`config.mk`:
```
export PLATFORM = sky130hd
export DESIGN_NAME = voice_allocator_flat
export DESIGN_NICKNAME = d
export VERILOG_FILES = /design/src/rtl/voice_allocator_if.sv /design/src/rtl/voice_allocator.sv /design/src/flat_wrapper.sv
export SDC_FILE = /design/constraint.sdc
export NUM_CORES = 1
export LEC_CHECK = 0
export ABC_AREA = 0
export BUFFER_PORTS_ARGS = -buffer_cell sky130_fd_sc_hd__buf_2
export CORE_UTILIZATION = 45
export CTS_BUF_LIST = sky130_fd_sc_hd__clkbuf_8
export DETAILED_ROUTE_END_ITERATION = 8
export PLACE_DENSITY = 0.72
export RECOVER_POWER = 100
export SLEW_MARGIN = 5
export SYNTH_ARGS = -nofsm -noshare
export SYNTH_HDL_FRONTEND = slang
export SYNTH_SLANG_ARGS = --single-unit
```
`constraint.sdc`:
```
create_clock -name CLOCK_25 -period 27.4 [get_ports CLOCK_25]
set_clock_uncertainty 0.1 [all_clocks]
set_input_delay 1.37 -clock CLOCK_25 [delete_from_list [all_inputs] [get_ports CLOCK_25]]
set_output_delay 1.37 -clock CLOCK_25 [all_outputs]
set_load 0.02 [all_outputs]
```
`src/rtl/voice_allocator_if.sv`:
```
// Request/commit bundle between a note source and the voice allocator.
// The allocator side uses the slave modport; the note source uses master.
interface voice_allocator_if #(
    parameter int VOICES  = 32,
    parameter int V_WIDTH = $clog2(VOICES)
);
    logic               note_on_req;
    logic               note_off_req;
    logic [6:0]         req_key;
    logic [6:0]         req_vel;
    logic [VOICES-1:0]  voice_free;
    logic               busy;
    logic               note_on;
    logic               note_off;
    logic [V_WIDTH-1:0] cur_key_adr;
    logic [7:0]         cur_key_val;
    logic [7:0]         cur_vel_on;
    logic [7:0]         cur_vel_off;
    logic [VOICES-1:0]  keys_on;
    logic [V_WIDTH:0]   active_keys;
    logic               steal;
    logic               drop;
    logic               off_note_error;

    modport master (
        output note_on_req, note_off_req, req_key, req_vel, voice_free,
        input  busy, note_on, note_off, cur_key_adr, cur_key_val, cur_vel_on,
               cur_vel_off, keys_on, active_keys, steal, drop, off_note_error
    );

    modport slave (
        input  note_on_req, note_off_req, req_key, req_vel, voice_free,
        output busy, note_on, note_off, cur_key_adr, cur_key_val, cur_vel_on,
               cur_vel_off, keys_on, active_keys, steal, drop, off_note_error
    );
endinterface

```
`src/rtl/voice_allocator.sv`:
```
// Polyphonic voice allocator: scans one voice per cycle, then commits a
// key-on (retrigger / free / releasing / steal) or key-off in a single cycle.
module voice_allocator #(
    parameter int VOICES     = 32,
    parameter int V_WIDTH    = $clog2(VOICES),
    parameter int STEAL_MODE = 1
) (
    input  logic             CLOCK_25,
    input  logic             reset_reg,
    voice_allocator_if.slave bus
);

    typedef enum logic [1:0] {IDLE, SCAN, COMMIT} state_t;

    state_t             r_state;
    logic               r_isOff;
    logic [6:0]         r_key;
    logic [6:0]         r_vel;
    logic [V_WIDTH-1:0] r_scanIdx;

    // Best candidate found so far for each selection class.
    logic               r_matchFound, r_freeFound, r_relFound, r_heldFound;
    logic [V_WIDTH-1:0] r_matchIdx, r_freeIdx, r_relIdx, r_heldIdx;
    logic [V_WIDTH-1:0] r_relRank, r_heldRank;

    logic [V_WIDTH-1:0] r_rank   [VOICES];
    logic [6:0]         r_keyMap [VOICES];
    logic [VOICES-1:0]  r_keysOn;
    logic [V_WIDTH:0]   r_activeKeys;

    logic               r_busy, r_noteOn, r_noteOff, r_steal, r_drop, r_offErr;
    logic [V_WIDTH-1:0] r_curAdr;
    logic [7:0]         r_curKey, r_curVelOn, r_curVelOff;

    logic [V_WIDTH-1:0] w_onIdx;
    logic               w_onValid, w_steal, w_newSlot;
    logic [V_WIDTH-1:0] w_scanRank;
    logic               w_scanHeld, w_scanFree, w_scanMatch;

    assign w_scanRank  = r_rank[r_scanIdx];
    assign w_scanHeld  = r_keysOn[r_scanIdx];
    assign w_scanFree  = bus.voice_free[r_scanIdx];
    assign w_scanMatch = w_scanHeld && (r_keyMap[r_scanIdx] == r_key);

    always_comb begin
        w_onIdx   = r_matchIdx;
        w_onValid = 1'b1;
        w_steal   = 1'b0;
        w_newSlot = 1'b0;
        if (r_matchFound) begin
            w_onIdx = r_matchIdx;
        end else if (r_freeFound) begin
            w_onIdx   = r_freeIdx;
            w_newSlot = 1'b1;
        end else if (r_relFound) begin
            w_onIdx   = r_relIdx;
            w_newSlot = 1'b1;
        end else if (STEAL_MODE != 0 && r_heldFound) begin
            w_onIdx = r_heldIdx;
            w_steal = 1'b1;
        end else begin
            w_onValid = 1'b0;
        end
    end

    always_ff @(posedge CLOCK_25 or posedge reset_reg) begin
        if (reset_reg) begin
            r_state      <= IDLE;
            r_isOff      <= 1'b0;
            r_key        <= '0;
            r_vel        <= '0;
            r_scanIdx    <= '0;
            r_matchFound <= 1'b0;
            r_freeFound  <= 1'b0;
            r_relFound   <= 1'b0;
            r_heldFound  <= 1'b0;
            r_matchIdx   <= '0;
            r_freeIdx    <= '0;
            r_relIdx     <= '0;
            r_heldIdx    <= '0;
            r_relRank    <= '0;
            r_heldRank   <= '0;
            for (int i = 0; i < VOICES; i++) begin
                r_rank[i]   <= V_WIDTH'(i);
                r_keyMap[i] <= '0;
            end
            r_keysOn     <= '0;
            r_activeKeys <= '0;
            r_busy       <= 1'b0;
            r_noteOn     <= 1'b0;
            r_noteOff    <= 1'b0;
            r_steal      <= 1'b0;
            r_drop       <= 1'b0;
            r_offErr     <= 1'b0;
            r_curAdr     <= '0;
            r_curKey     <= '0;
            r_curVelOn   <= '0;
            r_curVelOff  <= '0;
        end else begin
            r_noteOn  <= 1'b0;
            r_noteOff <= 1'b0;
            r_steal   <= 1'b0;
            r_drop    <= 1'b0;
            r_offErr  <= 1'b0;
            case (r_state)
                IDLE: begin
                    if (bus.note_off_req || bus.note_on_req) begin
                        r_isOff      <= bus.note_off_req;
                        r_key        <= bus.req_key;
                        r_vel        <= bus.req_vel;
                        r_scanIdx    <= '0;
                        r_matchFound <= 1'b0;
                        r_freeFound  <= 1'b0;
                        r_relFound   <= 1'b0;
                        r_heldFound  <= 1'b0;
                        r_busy       <= 1'b1;
                        r_state      <= SCAN;
                    end
                end
                SCAN: begin
                    if (w_scanMatch && !r_matchFound) begin
                        r_matchFound <= 1'b1;
                        r_matchIdx   <= r_scanIdx;
                    end
                    if (!w_scanHeld && w_scanFree && !r_freeFound) begin
                        r_freeFound <= 1'b1;
                        r_freeIdx   <= r_scanIdx;
                    end
                    if (!w_scanHeld && !w_scanFree && (!r_relFound || w_scanRank > r_relRank)) begin
                        r_relFound <= 1'b1;
                        r_relIdx   <= r_scanIdx;
                        r_relRank  <= w_scanRank;
                    end
                    if (w_scanHeld && (!r_heldFound || w_scanRank > r_heldRank)) begin
                        r_heldFound <= 1'b1;
                        r_heldIdx   <= r_scanIdx;
                        r_heldRank  <= w_scanRank;
                    end
                    if (r_scanIdx == V_WIDTH'(VOICES - 1)) begin
                        r_state <= COMMIT;
                    end else begin
                        r_scanIdx <= r_scanIdx + V_WIDTH'(1);
                    end
                end
                COMMIT: begin
                    r_state <= IDLE;
                    r_busy  <= 1'b0;
                    if (r_isOff) begin
                        if (r_matchFound) begin
                            r_keysOn[r_matchIdx] <= 1'b0;
                            r_activeKeys         <= r_activeKeys - (V_WIDTH + 1)'(1);
                            r_curAdr             <= r_matchIdx;
                            r_curKey             <= {1'b0, r_key};
                            r_curVelOff          <= {1'b0, r_vel};
                            r_noteOff            <= 1'b1;
                        end else begin
                            r_offErr <= 1'b1;
                        end
                    end else if (w_onValid) begin
                        // Age the voices younger than the chosen one; it becomes newest.
                        for (int i = 0; i < VOICES; i++) begin
                            if (r_rank[i] < r_rank[w_onIdx]) begin
                                r_rank[i] <= r_rank[i] + V_WIDTH'(1);
                            end
                        end
                        r_rank[w_onIdx]   <= '0;
                        r_keyMap[w_onIdx] <= r_key;
                        r_keysOn[w_onIdx] <= 1'b1;
                        if (w_newSlot) begin
                            r_activeKeys <= r_activeKeys + (V_WIDTH + 1)'(1);
                        end
                        r_curAdr   <= w_onIdx;
                        r_curKey   <= {1'b0, r_key};
                        r_curVelOn <= {1'b0, r_vel};
                        r_noteOn   <= 1'b1;
                        r_steal    <= w_steal;
                    end else begin
                        r_drop <= 1'b1;
                    end
                end
                default: begin
                    r_state <= IDLE;
                    r_busy  <= 1'b0;
                end
            endcase
        end
    end

    assign bus.busy           = r_busy;
    assign bus.note_on        = r_noteOn;
    assign bus.note_off       = r_noteOff;
    assign bus.steal          = r_steal;
    assign bus.drop           = r_drop;
    assign bus.off_note_error = r_offErr;
    assign bus.cur_key_adr    = r_curAdr;
    assign bus.cur_key_val    = r_curKey;
    assign bus.cur_vel_on     = r_curVelOn;
    assign bus.cur_vel_off    = r_curVelOff;
    assign bus.keys_on        = r_keysOn;
    assign bus.active_keys    = r_activeKeys;

endmodule

```
`src/flat_wrapper.sv`:
```
// flat-port wrapper written by rule: the top's interface ports become plain ports
module voice_allocator_flat 
#(
    parameter int VOICES     = 32,
    parameter int V_WIDTH    = $clog2(VOICES),
    parameter int STEAL_MODE = 1
)
  (CLOCK_25, reset_reg, bus_note_on_req, bus_note_off_req, bus_req_key, bus_req_vel, bus_voice_free, bus_busy, bus_note_on, bus_note_off, bus_cur_key_adr, bus_cur_key_val, bus_cur_vel_on, bus_cur_vel_off, bus_keys_on, bus_active_keys, bus_steal, bus_drop, bus_off_note_error);
  voice_allocator_if #(.VOICES(VOICES), .V_WIDTH(V_WIDTH)) bus_i ();
  input  logic CLOCK_25;
  input  logic reset_reg;
  input wire logic [$bits(bus_i.note_on_req)-1:0] bus_note_on_req;
  input wire logic [$bits(bus_i.note_off_req)-1:0] bus_note_off_req;
  input wire logic [$bits(bus_i.req_key)-1:0] bus_req_key;
  input wire logic [$bits(bus_i.req_vel)-1:0] bus_req_vel;
  input wire logic [$bits(bus_i.voice_free)-1:0] bus_voice_free;
  output wire logic [$bits(bus_i.busy)-1:0] bus_busy;
  output wire logic [$bits(bus_i.note_on)-1:0] bus_note_on;
  output wire logic [$bits(bus_i.note_off)-1:0] bus_note_off;
  output wire logic [$bits(bus_i.cur_key_adr)-1:0] bus_cur_key_adr;
  output wire logic [$bits(bus_i.cur_key_val)-1:0] bus_cur_key_val;
  output wire logic [$bits(bus_i.cur_vel_on)-1:0] bus_cur_vel_on;
  output wire logic [$bits(bus_i.cur_vel_off)-1:0] bus_cur_vel_off;
  output wire logic [$bits(bus_i.keys_on)-1:0] bus_keys_on;
  output wire logic [$bits(bus_i.active_keys)-1:0] bus_active_keys;
  output wire logic [$bits(bus_i.steal)-1:0] bus_steal;
  output wire logic [$bits(bus_i.drop)-1:0] bus_drop;
  output wire logic [$bits(bus_i.off_note_error)-1:0] bus_off_note_error;
  assign bus_i.note_on_req = bus_note_on_req;
  assign bus_i.note_off_req = bus_note_off_req;
  assign bus_i.req_key = bus_req_key;
  assign bus_i.req_vel = bus_req_vel;
  assign bus_i.voice_free = bus_voice_free;
  assign bus_busy = bus_i.busy;
  assign bus_note_on = bus_i.note_on;
  assign bus_note_off = bus_i.note_off;
  assign bus_cur_key_adr = bus_i.cur_key_adr;
  assign bus_cur_key_val = bus_i.cur_key_val;
  assign bus_cur_vel_on = bus_i.cur_vel_on;
  assign bus_cur_vel_off = bus_i.cur_vel_off;
  assign bus_keys_on = bus_i.keys_on;
  assign bus_active_keys = bus_i.active_keys;
  assign bus_steal = bus_i.steal;
  assign bus_drop = bus_i.drop;
  assign bus_off_note_error = bus_i.off_note_error;
  voice_allocator #(.VOICES(VOICES), .V_WIDTH(V_WIDTH), .STEAL_MODE(STEAL_MODE)) u_core (.CLOCK_25(CLOCK_25), .reset_reg(reset_reg), .bus(bus_i));
endmodule
```
Word-level counts from Yosys, hierarchy flattened
Index checks and enable logic that the tools add are counted.
- flip-flop bits (word level): 511
- output and inout bits: 73
- input bits: 50
- word-level logic and storage cells: 437
- bitwise operators: 9
- reduce and logical (&&, ||, !) cells: 39
- add/subtract/negate cells: 35
- eq/ne operators: 12
- multiplexer cells: 209
- order comparisons: 42
- operators with widths (kind ; number):
    $mux 5 ; 142
    $bwmux 224 ; 1
    $add 5x1->5 const B ; 33
    $and 160x160->160 ; 1
    $lt 5x5->1 ; 32
    $not 160->160 ; 1
    $mux 32 ; 3
    $bmux 5 s5 ; 2
    $bmux 7 s5 ; 1
    $demux 7 s5 ; 1
    $mux 1 ; 35
    $and 32x32->32 ; 1
    $not 32->32 ; 1
    $or 32x32->32 ; 1
    $demux 5 s5 ; 1
    $mux 6 ; 4
    $mux 8 ; 3
    $reduce_and 3->1 ; 8
    $mux 7 ; 3
    $lt 5x6->1 const B ; 3
    $reduce_and 2->1 ; 7
    $ge 6x6->1 const B ; 2
    $ne 2x1->1 const B ; 6
    $not 5->6 ; 2
    other kinds (23) ; 52

Logic depth before layout (Yosys ltp)
- depth after elaboration: 14
- mapped depth: 23

Worst setup path before layout
Ideal clock, no wire load.
- path kind: reg2reg
- from: register u_core.r_scanIdx[0]
- to: register u_core.r_relRank[1]
- arrival: 5.636 ns
- required time: 27.168 ns
- setup time: 0.132 ns
- setup slack: 21.532 ns
- stages on the path, launching flop included: 21
- cell sequence: dfrtp_1 > buf_2 > buf_2 > buf_2 > buf_2 > buf_2 > buf_1 > mux4_2 > mux4_2 > mux2_2 > ha_1 > nor2b_1 > o21ai_0 > nand2b_1 > a21oi_1 > nor2b_1 > o22ai_1 > a211o_1 > a211oi_1 > clkbuf_1 > o21ai_0
- cells in the longest elaborated chain, start to end: 8
- elaborated cells on any way between the ends: 15
- classes of those cells: order compare: 1; mux: 7; bitwise: 1; reduce/logical: 6
- ends and longest elaborated chain (element ; line ; RTL):
    start: declaration ; voice_allocator.sv:19 ; logic [V_WIDTH-1:0] r_scanIdx;
    start signal: assignment ; voice_allocator.sv:142 ; r_scanIdx <= r_scanIdx + V_WIDTH'(1);
    $not 5->6 (not written as such) (*) ; voice_allocator.sv:40 ; assign w_scanRank = r_rank[r_scanIdx];
    $bmux 5 s5 (*) ; voice_allocator.sv:40 ;
    $mux 5 (not written as such) (*) (2 in a row) ; voice_allocator.sv:40 ;
    named net u_core.w_scanRank[1] ; voice_allocator.sv:37 ; logic [V_WIDTH-1:0] w_scanRank;
    $gt 5x5->1 ; voice_allocator.sv:129 ; if (!w_scanHeld && !w_scanFree && (!r_relFound || w_scanRank > r_relRank)) begin
    $logic_or 1x1->1 ; voice_allocator.sv:129 ;
    $logic_and 1x1->1 ; voice_allocator.sv:129 ;
    $reduce_and 2->1 (no source line) ; n/a ;
    end signal: assignment ; voice_allocator.sv:132 ; r_relRank <= w_scanRank;
    end: declaration ; voice_allocator.sv:24 ; logic [V_WIDTH-1:0] r_relRank, r_heldRank;
The timed path passes the listed nets; every way through them passes the cells marked *. The select of a mux whose other input is x is not followed.
A chain may end at the register's enable or synchronous reset.

==> results.yml <==
clock_network:
  cts.sinks: 510
  cts_hold_buf: 0
  htree_levels: 3
  clkTransAtPathRegs_ns: 0.06
  post_cts_buffers: 0
  clock_latency_ns: 0.72
  root_buffer: "clkbuf_8"
  cts_resized: 0
  clockBufferDepth: 3
  cts_tree: "built"
  cts_inserted_buffers: 90
timing:
  fin_crit_ns: 10.31
  worst_hold_slack_ns: 0.369
  drv_slew: 898
  tightest_slew_ns: 4.97
  rsz0062_at_grt: "false"
  final_hold_viol_count: 0
  tns_ns: 0
  fmax_mhz: 97.0
  post-route-period-util: 0.376
  finalSetupViolCount: 0
  slew_headroom: -2.33
worst_setup_path:
  cp-end-kind: "asynchronous set/reset pin"
  critPathKind: "in2async"
  arrival_ns: 10.22
  cp_max_fo: 113
  critPathRequiredTime_ns: 27.31
  rr_worst_depth: 16
  start_kind: "input port"
finish:
  layout.nets: 3414
  fillCellCount: 6126
  postLayoutCoreUtil: 0.501
  drive_gt1_frac: 0.179
  stdcell_count: 4164
  syn2layout_area_growth_pct: 9.76
run_status:
  violations: "capacitance limit, slew limit"
  outcome: "finished, violations left"
routing:
  ant_nets: 0
  first_iter_violations: 2999
  drt-total-wl_um: 96100
  wl_met1_um: 38300
  vias_per_cell: 6.21
  routedWlPerCell_um: 23.1
  first_pass_iters: 7
  route.vias.total: 25900
  top_layer_used: "met4"
  route.met2.wl_um: 42600
  drcViolationCount: 0
  wl_met3_um: 10100
pwr:
  peakVddDrop_v: 0.0000988
  p_leak_uw: 0.0156
  cellPowerDensity_nw_per_um2: 99.5
grt:
  grt_pass1_wl_um: 148000
  grt_overflow_total: 0
  antenna_found_initial: 2
  grt_pass1_vias: 24700
  grt_max_degree: 114
  grt_util_all_layers: 0.276
die:
  die_h_um: 263
  dieArea_um2: 69400
  initial_utilization: 0.456
  pin_count: 123
  core-area_um2: 67400
  fp-row-count: 95
  die_x_um: 263
synth:
  syn_area_um2: 30800
  synth_most_common_cell: "nand2_1"
  synth.largest_area_cell: "dfrtp_1"
  synth_common_cells: "nand2_1 (781), dfrtp_1 (430), nor2_1 (175), a21oi_1 (156), ha_1 (144)"
  synth-seq-area-share: 0.418
  synth_edf_count: 0
  synthFlopType: "dfrtp_1"
  synth_warnings: 0
  synth_cell_types: 87
  async_reset_ff_frac: 1.00
  yosys-top-cells-area: "dfrtp_1 (35%), mux4_2 (10%), nand2_1 (9.5%)"
  synth_seq_cells: 510
  avgSynthCellArea_um2: 9.79
  synth_top_area_share: 0.350
  postSynthCellCount: 3140
place:
  post-place-cells: 4000
  io_buffers: 119
  hpwl_um: 65300
  gp_congestion: 1.02
min_path:
  hold_class: "reg2reg"
  hold_depth: 2
flow_run:
  max_cap_viol_count: 23
-- sequential cells by signal, summed over array words and instances (netlist names), 6 cells and up --
name and flops:
u_core.r_vel 7, u_core.r_keyMap 224, u_core.bus.active_keys 6, u_core.r_key 7, u_core.bus.cur_key_val 7, u_core.bus.cur_vel_on 7
u_core.bus.cur_vel_off 7, u_core.r_rank 160, u_core.bus.keys_on 32
-- critical path: stages --
cell and delay, ns:
buf_2 0.10, clkinvlp_2 2.73, clkbuf_1 3.12, clkbuf_1 2.68
-- cell families after synthesis --
group                    Yosys count  synth area share
AND/OR/NAND/NOR                 1318             0.189
flip-flops                       510             0.418
AO/OA/AOI/OAI                    491             0.103
multiplexers                     316             0.166
buffers and inverters            254            0.0339
adder cells (fa/ha/maj)          172            0.0682
XOR/XNOR                          78            0.0222
other                              1          0.000122
-- placed cells by master, fill, tap and decap left out, types with 24 or more instances in the layout --
cell / count
a211oi_1: 31
a21o_1: 34
a21oi_1: 156
and3_1: 33
buf_2: 47
buf_4: 29
clkbuf_1: 98
clkbuf_8: 115
dfrtp_1: 428
dfstp_2: 80
ha_1: 144
inv_1: 92
mux2_2: 135
mux2i_1: 38
mux4_2: 140
nand2_1: 781
nand3_1: 115
nand4_1: 46
nor2_1: 175
nor2b_1: 26
nor3_1: 24
o211ai_1: 28
o21ai_0: 123
or3_1: 29
xnor2_1: 60
-- layout make-up --
type / instances / area, um2 / area share
repair buffers: 174 / 821 / 0.0243
multi-input cells: 2378 / 16800 / 0.498
clock buffers: 115 / 1580 / 0.0469
diodes: 1 / 2.50 / 0.0000741
flip-flops and latches: 510 / 12900 / 0.381
clock inverters: 48 / 338 / 0.0100
well taps: 873 / 1090 / 0.0324
inverters: 65 / 245 / 0.00726
-- power by group --
group	internal, uW	total, uW	leakage (uW)	switching, uW
combinational	556	1750	0.00778	1190
sequential	789	863	0.00677	73.5
clock	409	749	0.00109	341
total	1750	3360	0.0156	1600
-- layer usage --
metal  vias up  global-route usage
met5         -                   0
met4         0               0.145
met3       293              0.0653
met2      1424               0.413
met1     12800               0.372
li1      11400                   -
-- final timing paths --
check	slack (ns)	start	endpoint
max	17.09	reset_reg	u_core.r_keyMap[185]
max in group CLOCK_25	18.13	u_core.r_matchFound	u_core.r_rank[4]
min in group asynchronous	2.12	reset_reg	u_core.r_rank[48]
min	0.37	u_core.bus.cur_vel_on[6]	u_core.bus.cur_vel_on[6]
min reg2reg	0.37	u_core.bus.cur_vel_on[6]	u_core.bus.cur_vel_on[6]
max reg2reg	18.13	u_core.r_matchFound	u_core.r_rank[4]
-- metrics by stage --
| stage | instance area, um2 | power (uW) | worst slack [ns] |
|---|---|---|---|
| 2_1_floorplan | 30800 | 2100 | 11.82 |
| 3_3_place_gp | 32100 | 2550 | 21.29 |
| 3_5_place_dp | 32100 | 2580 | 21.14 |
| 4_1_cts | 34100 | 3330 | 21.08 |
| 5_1_grt | 33800 | 3540 | 15.11 |
| 6_report | 33800 | 3360 | 17.09 |
No activity file was read; power rests on OpenSTA's default activity.
